[config.mk]
export PLATFORM = sky130hd
export DESIGN_NAME = xgmii_pkt_gen
export DESIGN_NICKNAME = d
export VERILOG_FILES = /design/src/rtl/xgmii_pkt_gen.sv
export SDC_FILE = /design/constraint.sdc
export NUM_CORES = 1
export LEC_CHECK = 0
export BUFFER_PORTS_ARGS = -buffer_cell sky130_fd_sc_hd__buf_2
export CAP_MARGIN = 20
export CORE_UTILIZATION = 58
export CTS_CLUSTER_DIAMETER = 40
export CTS_CLUSTER_SIZE = 40
export DETAILED_ROUTE_END_ITERATION = 10
export GPL_TIMING_DRIVEN = 0
export PLACE_DENSITY = 0.8
export SYNTH_ARGS = -nofsm -noshare
export SYNTH_HDL_FRONTEND = slang
export SYNTH_SLANG_ARGS = --single-unit
export TNS_END_PERCENT = 50
[constraint.sdc]
create_clock -name sys_clk -period 2.5 [get_ports sys_clk]
set_input_delay 0 -clock sys_clk [delete_from_list [all_inputs] [get_ports sys_clk]]
set_output_delay 0 -clock sys_clk [all_outputs]
set_load 0.01 [all_outputs]
[src/rtl/xgmii_pkt_gen.sv]
// XGMII test-frame burst generator: preamble, fixed header, sequence/timestamp, FCS.
// Optional `CRC_GEN_EN fills the FCS with a real CRC-32; otherwise it is zero.
`timescale 1ns/1ps

module xgmii_pkt_gen #(
    parameter logic [47:0] MAC_SA    = 48'h00_11_22_33_44_55,
    parameter logic [15:0] ETHERTYPE = 16'h88B5
) (
    input  logic        sys_clk,
    input  logic        sys_rst_n,
    input  logic        start,
    input  logic [15:0] frame_cnt,
    input  logic [7:0]  frame_words,
    input  logic [7:0]  gap_words,
    output logic [63:0] xgmii_txd,
    output logic [7:0]  xgmii_txc,
    output logic        busy,
    output logic [31:0] sent_cnt
);

    localparam logic [63:0] IDLE_WORD = 64'h0707070707070707;
    localparam logic [63:0] PRE_WORD  = 64'hD5555555555555FB;
    localparam logic [63:0] TERM_WORD = 64'h07070707070707FD;

    typedef enum logic [2:0] {
        ST_IDLE,
        ST_PRE,
        ST_DATA,
        ST_TERM,
        ST_GAP
    } state_t;

    state_t      state_q, state_d;
    logic [15:0] rem_q, rem_d;
    logic [7:0]  fw_q, fw_d;
    logic [7:0]  gw_q, gw_d;
    logic [7:0]  idx_q, idx_d;
    logic [31:0] seq_q, seq_d;
    logic [31:0] ts_q;
    logic [31:0] ts_cap_q, ts_cap_d;
    logic [31:0] sent_q, sent_d;
    logic        busy_q, busy_d;
    logic [63:0] txd_q, txd_d;
    logic [7:0]  txc_q, txc_d;

    logic [63:0] word_w;
    logic [31:0] fcs_w;
    logic        last_w;

    // Byte-reverse so the most significant byte lands in the lowest lane
    function automatic logic [31:0] be32(input logic [31:0] x);
        return {x[7:0], x[15:8], x[23:16], x[31:24]};
    endfunction

    assign last_w = (idx_q == fw_q - 8'd1);

`ifdef CRC_GEN_EN
    localparam logic [31:0] CRC_POLY = 32'hEDB88320;

    logic [31:0] crc_q, crc_d;

    // Reflected CRC-32 over the low nb bytes of d, lane 0 first
    function automatic logic [31:0] crc_upd(
        input logic [31:0] c,
        input logic [63:0] d,
        input int          nb
    );
        logic [31:0] r;
        r = c;
        for (int i = 0; i < 8; i++) begin
            if (i < nb) begin
                r = r ^ {24'h0, d[8*i +: 8]};
                for (int b = 0; b < 8; b++) begin
                    r = r[0] ? ((r >> 1) ^ CRC_POLY) : (r >> 1);
                end
            end
        end
        return r;
    endfunction

    // Running CRC over every data word before the FCS word
    always_comb begin
        crc_d = crc_q;
        if (state_q == ST_PRE) begin
            crc_d = 32'hFFFF_FFFF;
        end else if (state_q == ST_DATA && !last_w) begin
            crc_d = crc_upd(crc_q, word_w, 8);
        end
    end

    // CRC accumulator register
    always_ff @(posedge sys_clk or negedge sys_rst_n) begin
        if (!sys_rst_n) begin
            crc_q <= 32'hFFFF_FFFF;
        end else begin
            crc_q <= crc_d;
        end
    end

    // Last word's first four lanes are zero, fold them in before complementing
    assign fcs_w = ~crc_upd(crc_q, 64'h0, 4);
`else
    assign fcs_w = 32'h0;
`endif

    // Payload word for the current DATA index
    always_comb begin
        word_w = 64'h0;
        if (idx_q == 8'd0) begin
            word_w = {MAC_SA[39:32], MAC_SA[47:40], 48'hFFFF_FFFF_FFFF};
        end else if (idx_q == 8'd1) begin
            word_w = {16'h0, ETHERTYPE[7:0], ETHERTYPE[15:8],
                      be32(MAC_SA[31:0])};
        end else if (idx_q == 8'd2) begin
            word_w = {be32(ts_cap_q), be32(seq_q)};
        end else if (last_w) begin
            word_w = {fcs_w, 32'h0};
        end
    end

    // Next-state and next-output logic
    always_comb begin
        state_d  = state_q;
        rem_d    = rem_q;
        fw_d     = fw_q;
        gw_d     = gw_q;
        idx_d    = idx_q;
        seq_d    = seq_q;
        ts_cap_d = ts_cap_q;
        sent_d   = sent_q;
        txd_d    = IDLE_WORD;
        txc_d    = 8'hFF;
        unique case (state_q)
            ST_IDLE: begin
                if (start && frame_cnt != 16'd0) begin
                    state_d = ST_PRE;
                    rem_d   = frame_cnt;
                    fw_d    = (frame_words < 8'd8) ? 8'd8 : frame_words;
                    gw_d    = (gap_words < 8'd1) ? 8'd1 : gap_words;
                    seq_d   = 32'd0;
                end
            end
            ST_PRE: begin
                txd_d    = PRE_WORD;
                txc_d    = 8'h01;
                ts_cap_d = ts_q;
                idx_d    = 8'd0;
                state_d  = ST_DATA;
            end
            ST_DATA: begin
                txd_d = word_w;
                txc_d = 8'h00;
                idx_d = idx_q + 8'd1;
                if (last_w) begin
                    idx_d   = 8'd0;
                    state_d = ST_TERM;
                end
            end
            ST_TERM: begin
                txd_d   = TERM_WORD;
                sent_d  = sent_q + 32'd1;
                seq_d   = seq_q + 32'd1;
                rem_d   = rem_q - 16'd1;
                idx_d   = 8'd0;
                state_d = ST_GAP;
            end
            ST_GAP: begin
                if (idx_q == gw_q - 8'd1) begin
                    idx_d   = 8'd0;
                    state_d = (rem_q != 16'd0) ? ST_PRE : ST_IDLE;
                end else begin
                    idx_d = idx_q + 8'd1;
                end
            end
            default: begin
                state_d = ST_IDLE;
            end
        endcase
        busy_d = (state_d != ST_IDLE);
    end

    // Free-running timestamp
    always_ff @(posedge sys_clk or negedge sys_rst_n) begin
        if (!sys_rst_n) begin
            ts_q <= 32'd0;
        end else begin
            ts_q <= ts_q + 32'd1;
        end
    end

    // Control state, counters and registered wire outputs
    always_ff @(posedge sys_clk or negedge sys_rst_n) begin
        if (!sys_rst_n) begin
            state_q  <= ST_IDLE;
            rem_q    <= 16'd0;
            fw_q     <= 8'd8;
            gw_q     <= 8'd1;
            idx_q    <= 8'd0;
            seq_q    <= 32'd0;
            ts_cap_q <= 32'd0;
            sent_q   <= 32'd0;
            busy_q   <= 1'b0;
            txd_q    <= IDLE_WORD;
            txc_q    <= 8'hFF;
        end else begin
            state_q  <= state_d;
            rem_q    <= rem_d;
            fw_q     <= fw_d;
            gw_q     <= gw_d;
            idx_q    <= idx_d;
            seq_q    <= seq_d;
            ts_cap_q <= ts_cap_d;
            sent_q   <= sent_d;
            busy_q   <= busy_d;
            txd_q    <= txd_d;
            txc_q    <= txc_d;
        end
    end

    assign xgmii_txd = txd_q;
    assign xgmii_txc = txc_q;
    assign busy      = busy_q;
    assign sent_cnt  = sent_q;

endmodule

### Word-level counts from Yosys, hierarchy flattened

Index checks and enable logic that the tools add are counted.

* latch bits: 0
* input bits: 35
* memory bits (read-only): 0
* register bits after elaboration: 244
* memory bits (writable): 0
* word-level logic and storage cells: 60
* memories: 0

* bitwise logic cells: 0
* div/mod/pow operators: 0
* mux-type cells: 19
* reduce and logical (&&, ||, !) cells: 11
* multiply operators: 0
* shift-type cells: 0
* $lt $le $gt $ge: 2
* add/sub/neg operators: 7
* equality and inequality tests: 9

Operator list (count)
* $mux W64: 3
* $pmux W64 S3: 1
* $add A32 B1 Y32 const B: 3
* $pmux W32 S2: 1
* $mux W32: 1
* $mux W8: 4
* $pmux W16 S2: 1
* $reduce_bool A16 Y1: 2
* $pmux W8 S3: 1
* $eq A8 B8 Y1: 2
* $mux W16: 1
* $pmux W8 S2: 1
* $sub A16 B1 Y16 const B: 1
* $sub A8 B1 Y8 const B: 2
* $pmux W3 S5: 1
* $mux W3: 3
* $add A8 B1 Y8 const B: 1
* $eq A8 B1 Y1 const B: 1
* $eq A8 B2 Y1 const B: 1
* $logic_not A8 Y1: 1
* $lt A8 B1 Y1 const B: 1
* $lt A8 B4 Y1 const B: 1
* $eq A3 B2 Y1 const B: 2
* $reduce_bool A3 Y1: 2
* other kinds (9): 10

### Logic depth before layout (Yosys ltp)

* word-level depth: 5
* depth in mapped cells: 10
* depth with buffers taken out: 9

### Worst setup path after synthesis

No wires, ideal clock.

* path kind: register to register
* start point: register gw_q[0]
* end point: register busy_q (netlist: busy)
* arrival: 2.079 ns
* cell stages (with the launch flop): 10
* setup slack: 0.290 ns
* buffers on the path: 1
* clock period less this slack: 2.210 ns
* data required time: 2.369 ns
* path through: dfstp_2 > inv_1 > ha_1 > clkbuf_1 > xor2_1 > nor2_1 > a21oi_1 > a2111oi_4 > a21oi_2 > or3_1

* cells in the longest elaborated chain, start to end: 5

RTL lines
* start, declared: line 36 `logic [7:0] gw_q, gw_d;`
* start signal, assigned: line 209 `gw_q <= gw_d;`
* $sub A8 B1 Y8: line 168 `if (idx_q == gw_q - 8'd1) begin`
* $eq A8 B8 Y1: line 168
* $mux W3: line 168
* $pmux W3 S5: line 133 `unique case (state_q)`
* $reduce_bool A3 Y1: line 179 `busy_d = (state_d != ST_IDLE);`
* net busy_d: line 42 `logic busy_q, busy_d;`
* end signal, assigned: line 214 `busy_q <= busy_d;`
* end, declared: line 42

The timed path passes the listed nets, and every way through them passes these cells.
A chain may end at the register's enable or synchronous reset.

### Worst setup path after layout

Same ends and word-level chain as after synthesis.

==> impl_metrics.json <==
{
  "status": "finished clean",
  "synth_cells": 1012,
  "final_hold_viol_count": 0,
  "drv_cap": 0,
  "core_area_sq_um": 17960,
  "viasPerCell": 5.712,
  "cts.sinks": 238,
  "detailed_place.area_sq_um": 11680,
  "synthFlopType": "dfrtp_1",
  "n_antenna_cell": 0,
  "synth.most_common_cell": "dfrtp_1",
  "layout.nets": 1265,
  "hold_path.class": "input port to asynchronous set/reset pin",
  "cts_tree": "built",
  "startpoint_type": "flop",
  "final_util_pct": 73.02,
  "syn_area_per_cell_sq_um": 10.53,
  "setup_slack_ns": 0.06564,
  "yosysTopAreaCell": "dfrtp_1",
  "cp_top_family": "compound AO/OA/AOI/OAI gates",
  "cts_inserted_buffers": 31,
  "power_density_nw_per_um2": 644.6,
  "path_max_fanout": 8,
  "synth_area_sq_um": 10660,
  "antenna_found_initial": 0,
  "ys_ff_latch": 238,
  "timing.hold.ws_ns": 0.1148,
  "rows": 49,
  "ant_nets": 0,
  "grtUsageTotal_pct": 27.65,
  "grt_pass1_wl_um": 40470,
  "drt_iter0_markers": 565,
  "synth_commonest_cells": "dfrtp_1, nand2_1, nand3_1",
  "p_total_uw": 8456,
  "cp.arrival_ns": 2.85,
  "grt-ovfl-total": 0,
  "async_flop_share_pct": 100.0,
  "required_ns": 2.92,
  "place_ws_ns": -0.04566,
  "setup_viol": 0,
  "start_util_pct": 59.32,
  "areaGrowthSynthToFinish_pct": 23.10,
  "drt_first_pass_iters": 5,
  "power_leakage_uw": 0.006058,
  "die_y_um": 137.5,
  "hpwlAfterDp_um": 16790,
  "clockBufferDepth": 3,
  "yosysTopAreaCellShare_pct": 49.31,
  "cp_num_buf_inv": 1,
  "drive_above_1_share_pct": 25.14,
  "dieWidth_um": 137.5,
  "final_area_sq_um": 13120,
  "skew_ns": 0.01957,
  "grt_max_degree": 121,
  "cp_cell_sequence": "inv_1 -> ha_2 -> xor2_1 -> nor2_1 -> a21oi_1 -> a2111oi_4 -> a21oi_4 -> or3_1",
  "drv_slew": 0,
  "die_area_sq_um": 18920,
  "critPathMaxStageDelay_ns": 0.58,
  "num_io_pins": 140,
  "ys_warn_count": 0,
  "vias": 8420,
  "yosysUniqueCellTypes": 64,
  "drc": 0,
  "vdd_drop_max_uv": 652.1,
  "grt_pass1_vias": 8103,
  "path_class": "flop to flop",
  "rsz0062_at_grt": "true",
  "min_period_over_period_pct": 97.37,
  "numPortBuffers": 139,
  "path_clk_slew_ns": 0.06,
  "synth.area.top_cells": "dfrtp_1, dfstp_2, nand2_1",
  "h-tree-depth": 1,
  "cts_post_setup_buffers_inserted": 0,
  "clock_latency_ns": 0.56,
  "finalCriticalPeriod_ns": 2.434,
  "detail_route.wl_per_cell_um": 17.31,
  "root_buffer": "clkbuf_16",
  "ys_seq_area_share_pct": 56.22,
  "worstMarginPinSlew_ns": 0.8797,
  "cp-end-kind": "flop",
  "slowest_stage": "dfstp_2",
  "fmax_mhz": 410.8,
  "syn_nets": 1057,
  "gp_congestion": 0.8846,
  "slew_headroom_pct": 41.36,
  "synth_edf_count": 0,
  "totalWireLength_um": 25520
}
-- registers in the layout, indices dropped and copies added, names as in the netlist, 3 cells and up --
name	flops
xgmii_txd	64
ts_q	32
seq_q	32
fw_q	8
gw_q	8
idx_q	8
state_q	3
sent_cnt	32
ts_cap_q	32
rem_q	16
-- where the power goes --
part | total, uW | internal (uW) | switching, uW | leakage (uW)
Clock | 4440 | 2490 | 1950 | 0.000517
Sequential | 3850 | 3850 | 0 | 0.00301
Combinational | 162 | 61.7 | 100 | 0.00253
-- cell families after synthesis --
| kind of cell | share of synthesized area [%] |
|---|---|
| simple gates | 18.66 |
| flops | 56.22 |
| compound gates | 10.16 |
| xor+xnor | 6.986 |
| buf+inv | 3.053 |
| mux | 3.757 |
| fa+ha+maj | 1.174 |
-- metrics by stage --
| step | cells | TNS (ns) |
|---|---|---|
| floorplan | 1012 | 0 |
| global placement | 1380 | -584.26 |
| detailed placement | 1381 | -0.2560 |
| CTS | 1475 | -0.06221 |
| global route | 1474 | -0.01342 |
| finish | 1474 | 0 |
-- cells in the final DEF (no fill, tap or decap), types with 4 or more instances in the layout --
| cell type | n |
|---|---|
| nor3_2 | 4 |
| xor2_1 | 26 |
| o211ai_1 | 17 |
| xnor2_1 | 59 |
| nor3_1 | 22 |
| nor4_1 | 9 |
| o21ai_1 | 4 |
| buf_4 | 8 |
| inv_6 | 8 |
| dfrtp_1 | 210 |
| nand3_1 | 67 |
| clkbuf_1 | 14 |
| mux2_2 | 32 |
| o31ai_1 | 7 |
| nand2b_1 | 6 |
| a21o_1 | 21 |
| dfstp_2 | 28 |
| inv_1 | 19 |
| inv_8 | 9 |
| a31oi_1 | 8 |
| and2_1 | 10 |
| nand2_1 | 163 |
| and4_1 | 4 |
| clkbuf_16 | 31 |
| and3_1 | 21 |
| nor2_1 | 47 |
| dlygate4sd3_1 | 36 |
| ha_1 | 9 |
| nand3b_1 | 4 |
| buf_2 | 158 |
| o21ai_0 | 54 |
| mux2i_1 | 4 |
| nand4_1 | 23 |
| a21oi_1 | 36 |
-- cell type report --
type | instances | area [sq um]
Inverter | 19 | 71.32
Tap cell | 229 | 286.5
Timing Repair Buffer | 176 | 1094
Clock buffer | 34 | 817.0
Fill cell | 1210 | 4846
Clock inverter | 24 | 244.0
Buffer | 46 | 250.2
Multi-Input combinational cell | 708 | 4364
Sequential cell | 238 | 5991
-- path summary, 6_finish.rpt --
| path | start | endpoint | slack (ns) | cells after the start |
|---|---|---|---|---|
| max | gw_q[0] | busy | 0.07 | 8 |
| max reg2reg | gw_q[0] | busy | 0.07 | 8 |
| min in group sys_clk | gap_words[5] | gw_q[5] | 0.18 | 4 |
| min | sys_rst_n | gw_q[6] | 0.11 | 2 |
| min reg2reg | sent_cnt[31] | sent_cnt[31] | 0.46 | 1 |
| max in group asynchronous | sys_rst_n | ts_cap_q[19] | 1.32 | 3 |
-- worst reg2reg max path: stages (launching register included) --
cell       delay, ns
dfstp_2         0.58
inv_1           0.08
ha_2            0.25
xor2_1          0.16
nor2_1          0.11
a21oi_1         0.08
a2111oi_4       0.47
a21oi_4         0.16
or3_1           0.40
-- layer usage --
metal  vias to the layer above  routed length (um)  GRT usage (%)
met2                       310               12210          44.81
met3                        51                1704          5.224
met4                         0                 676          9.890
met1                      4105               10930          37.21
met5                         -                   0              0
li1                       3954                   -              -
-- timing repair --
action,CTS,global route
hold buffers,36,0
endpoints found under the hold margin,136,0
resized for setup,2,3
pin swaps,0,1
endpoints found under the setup margin,7,12
Power figures use the tool's default switching activity.
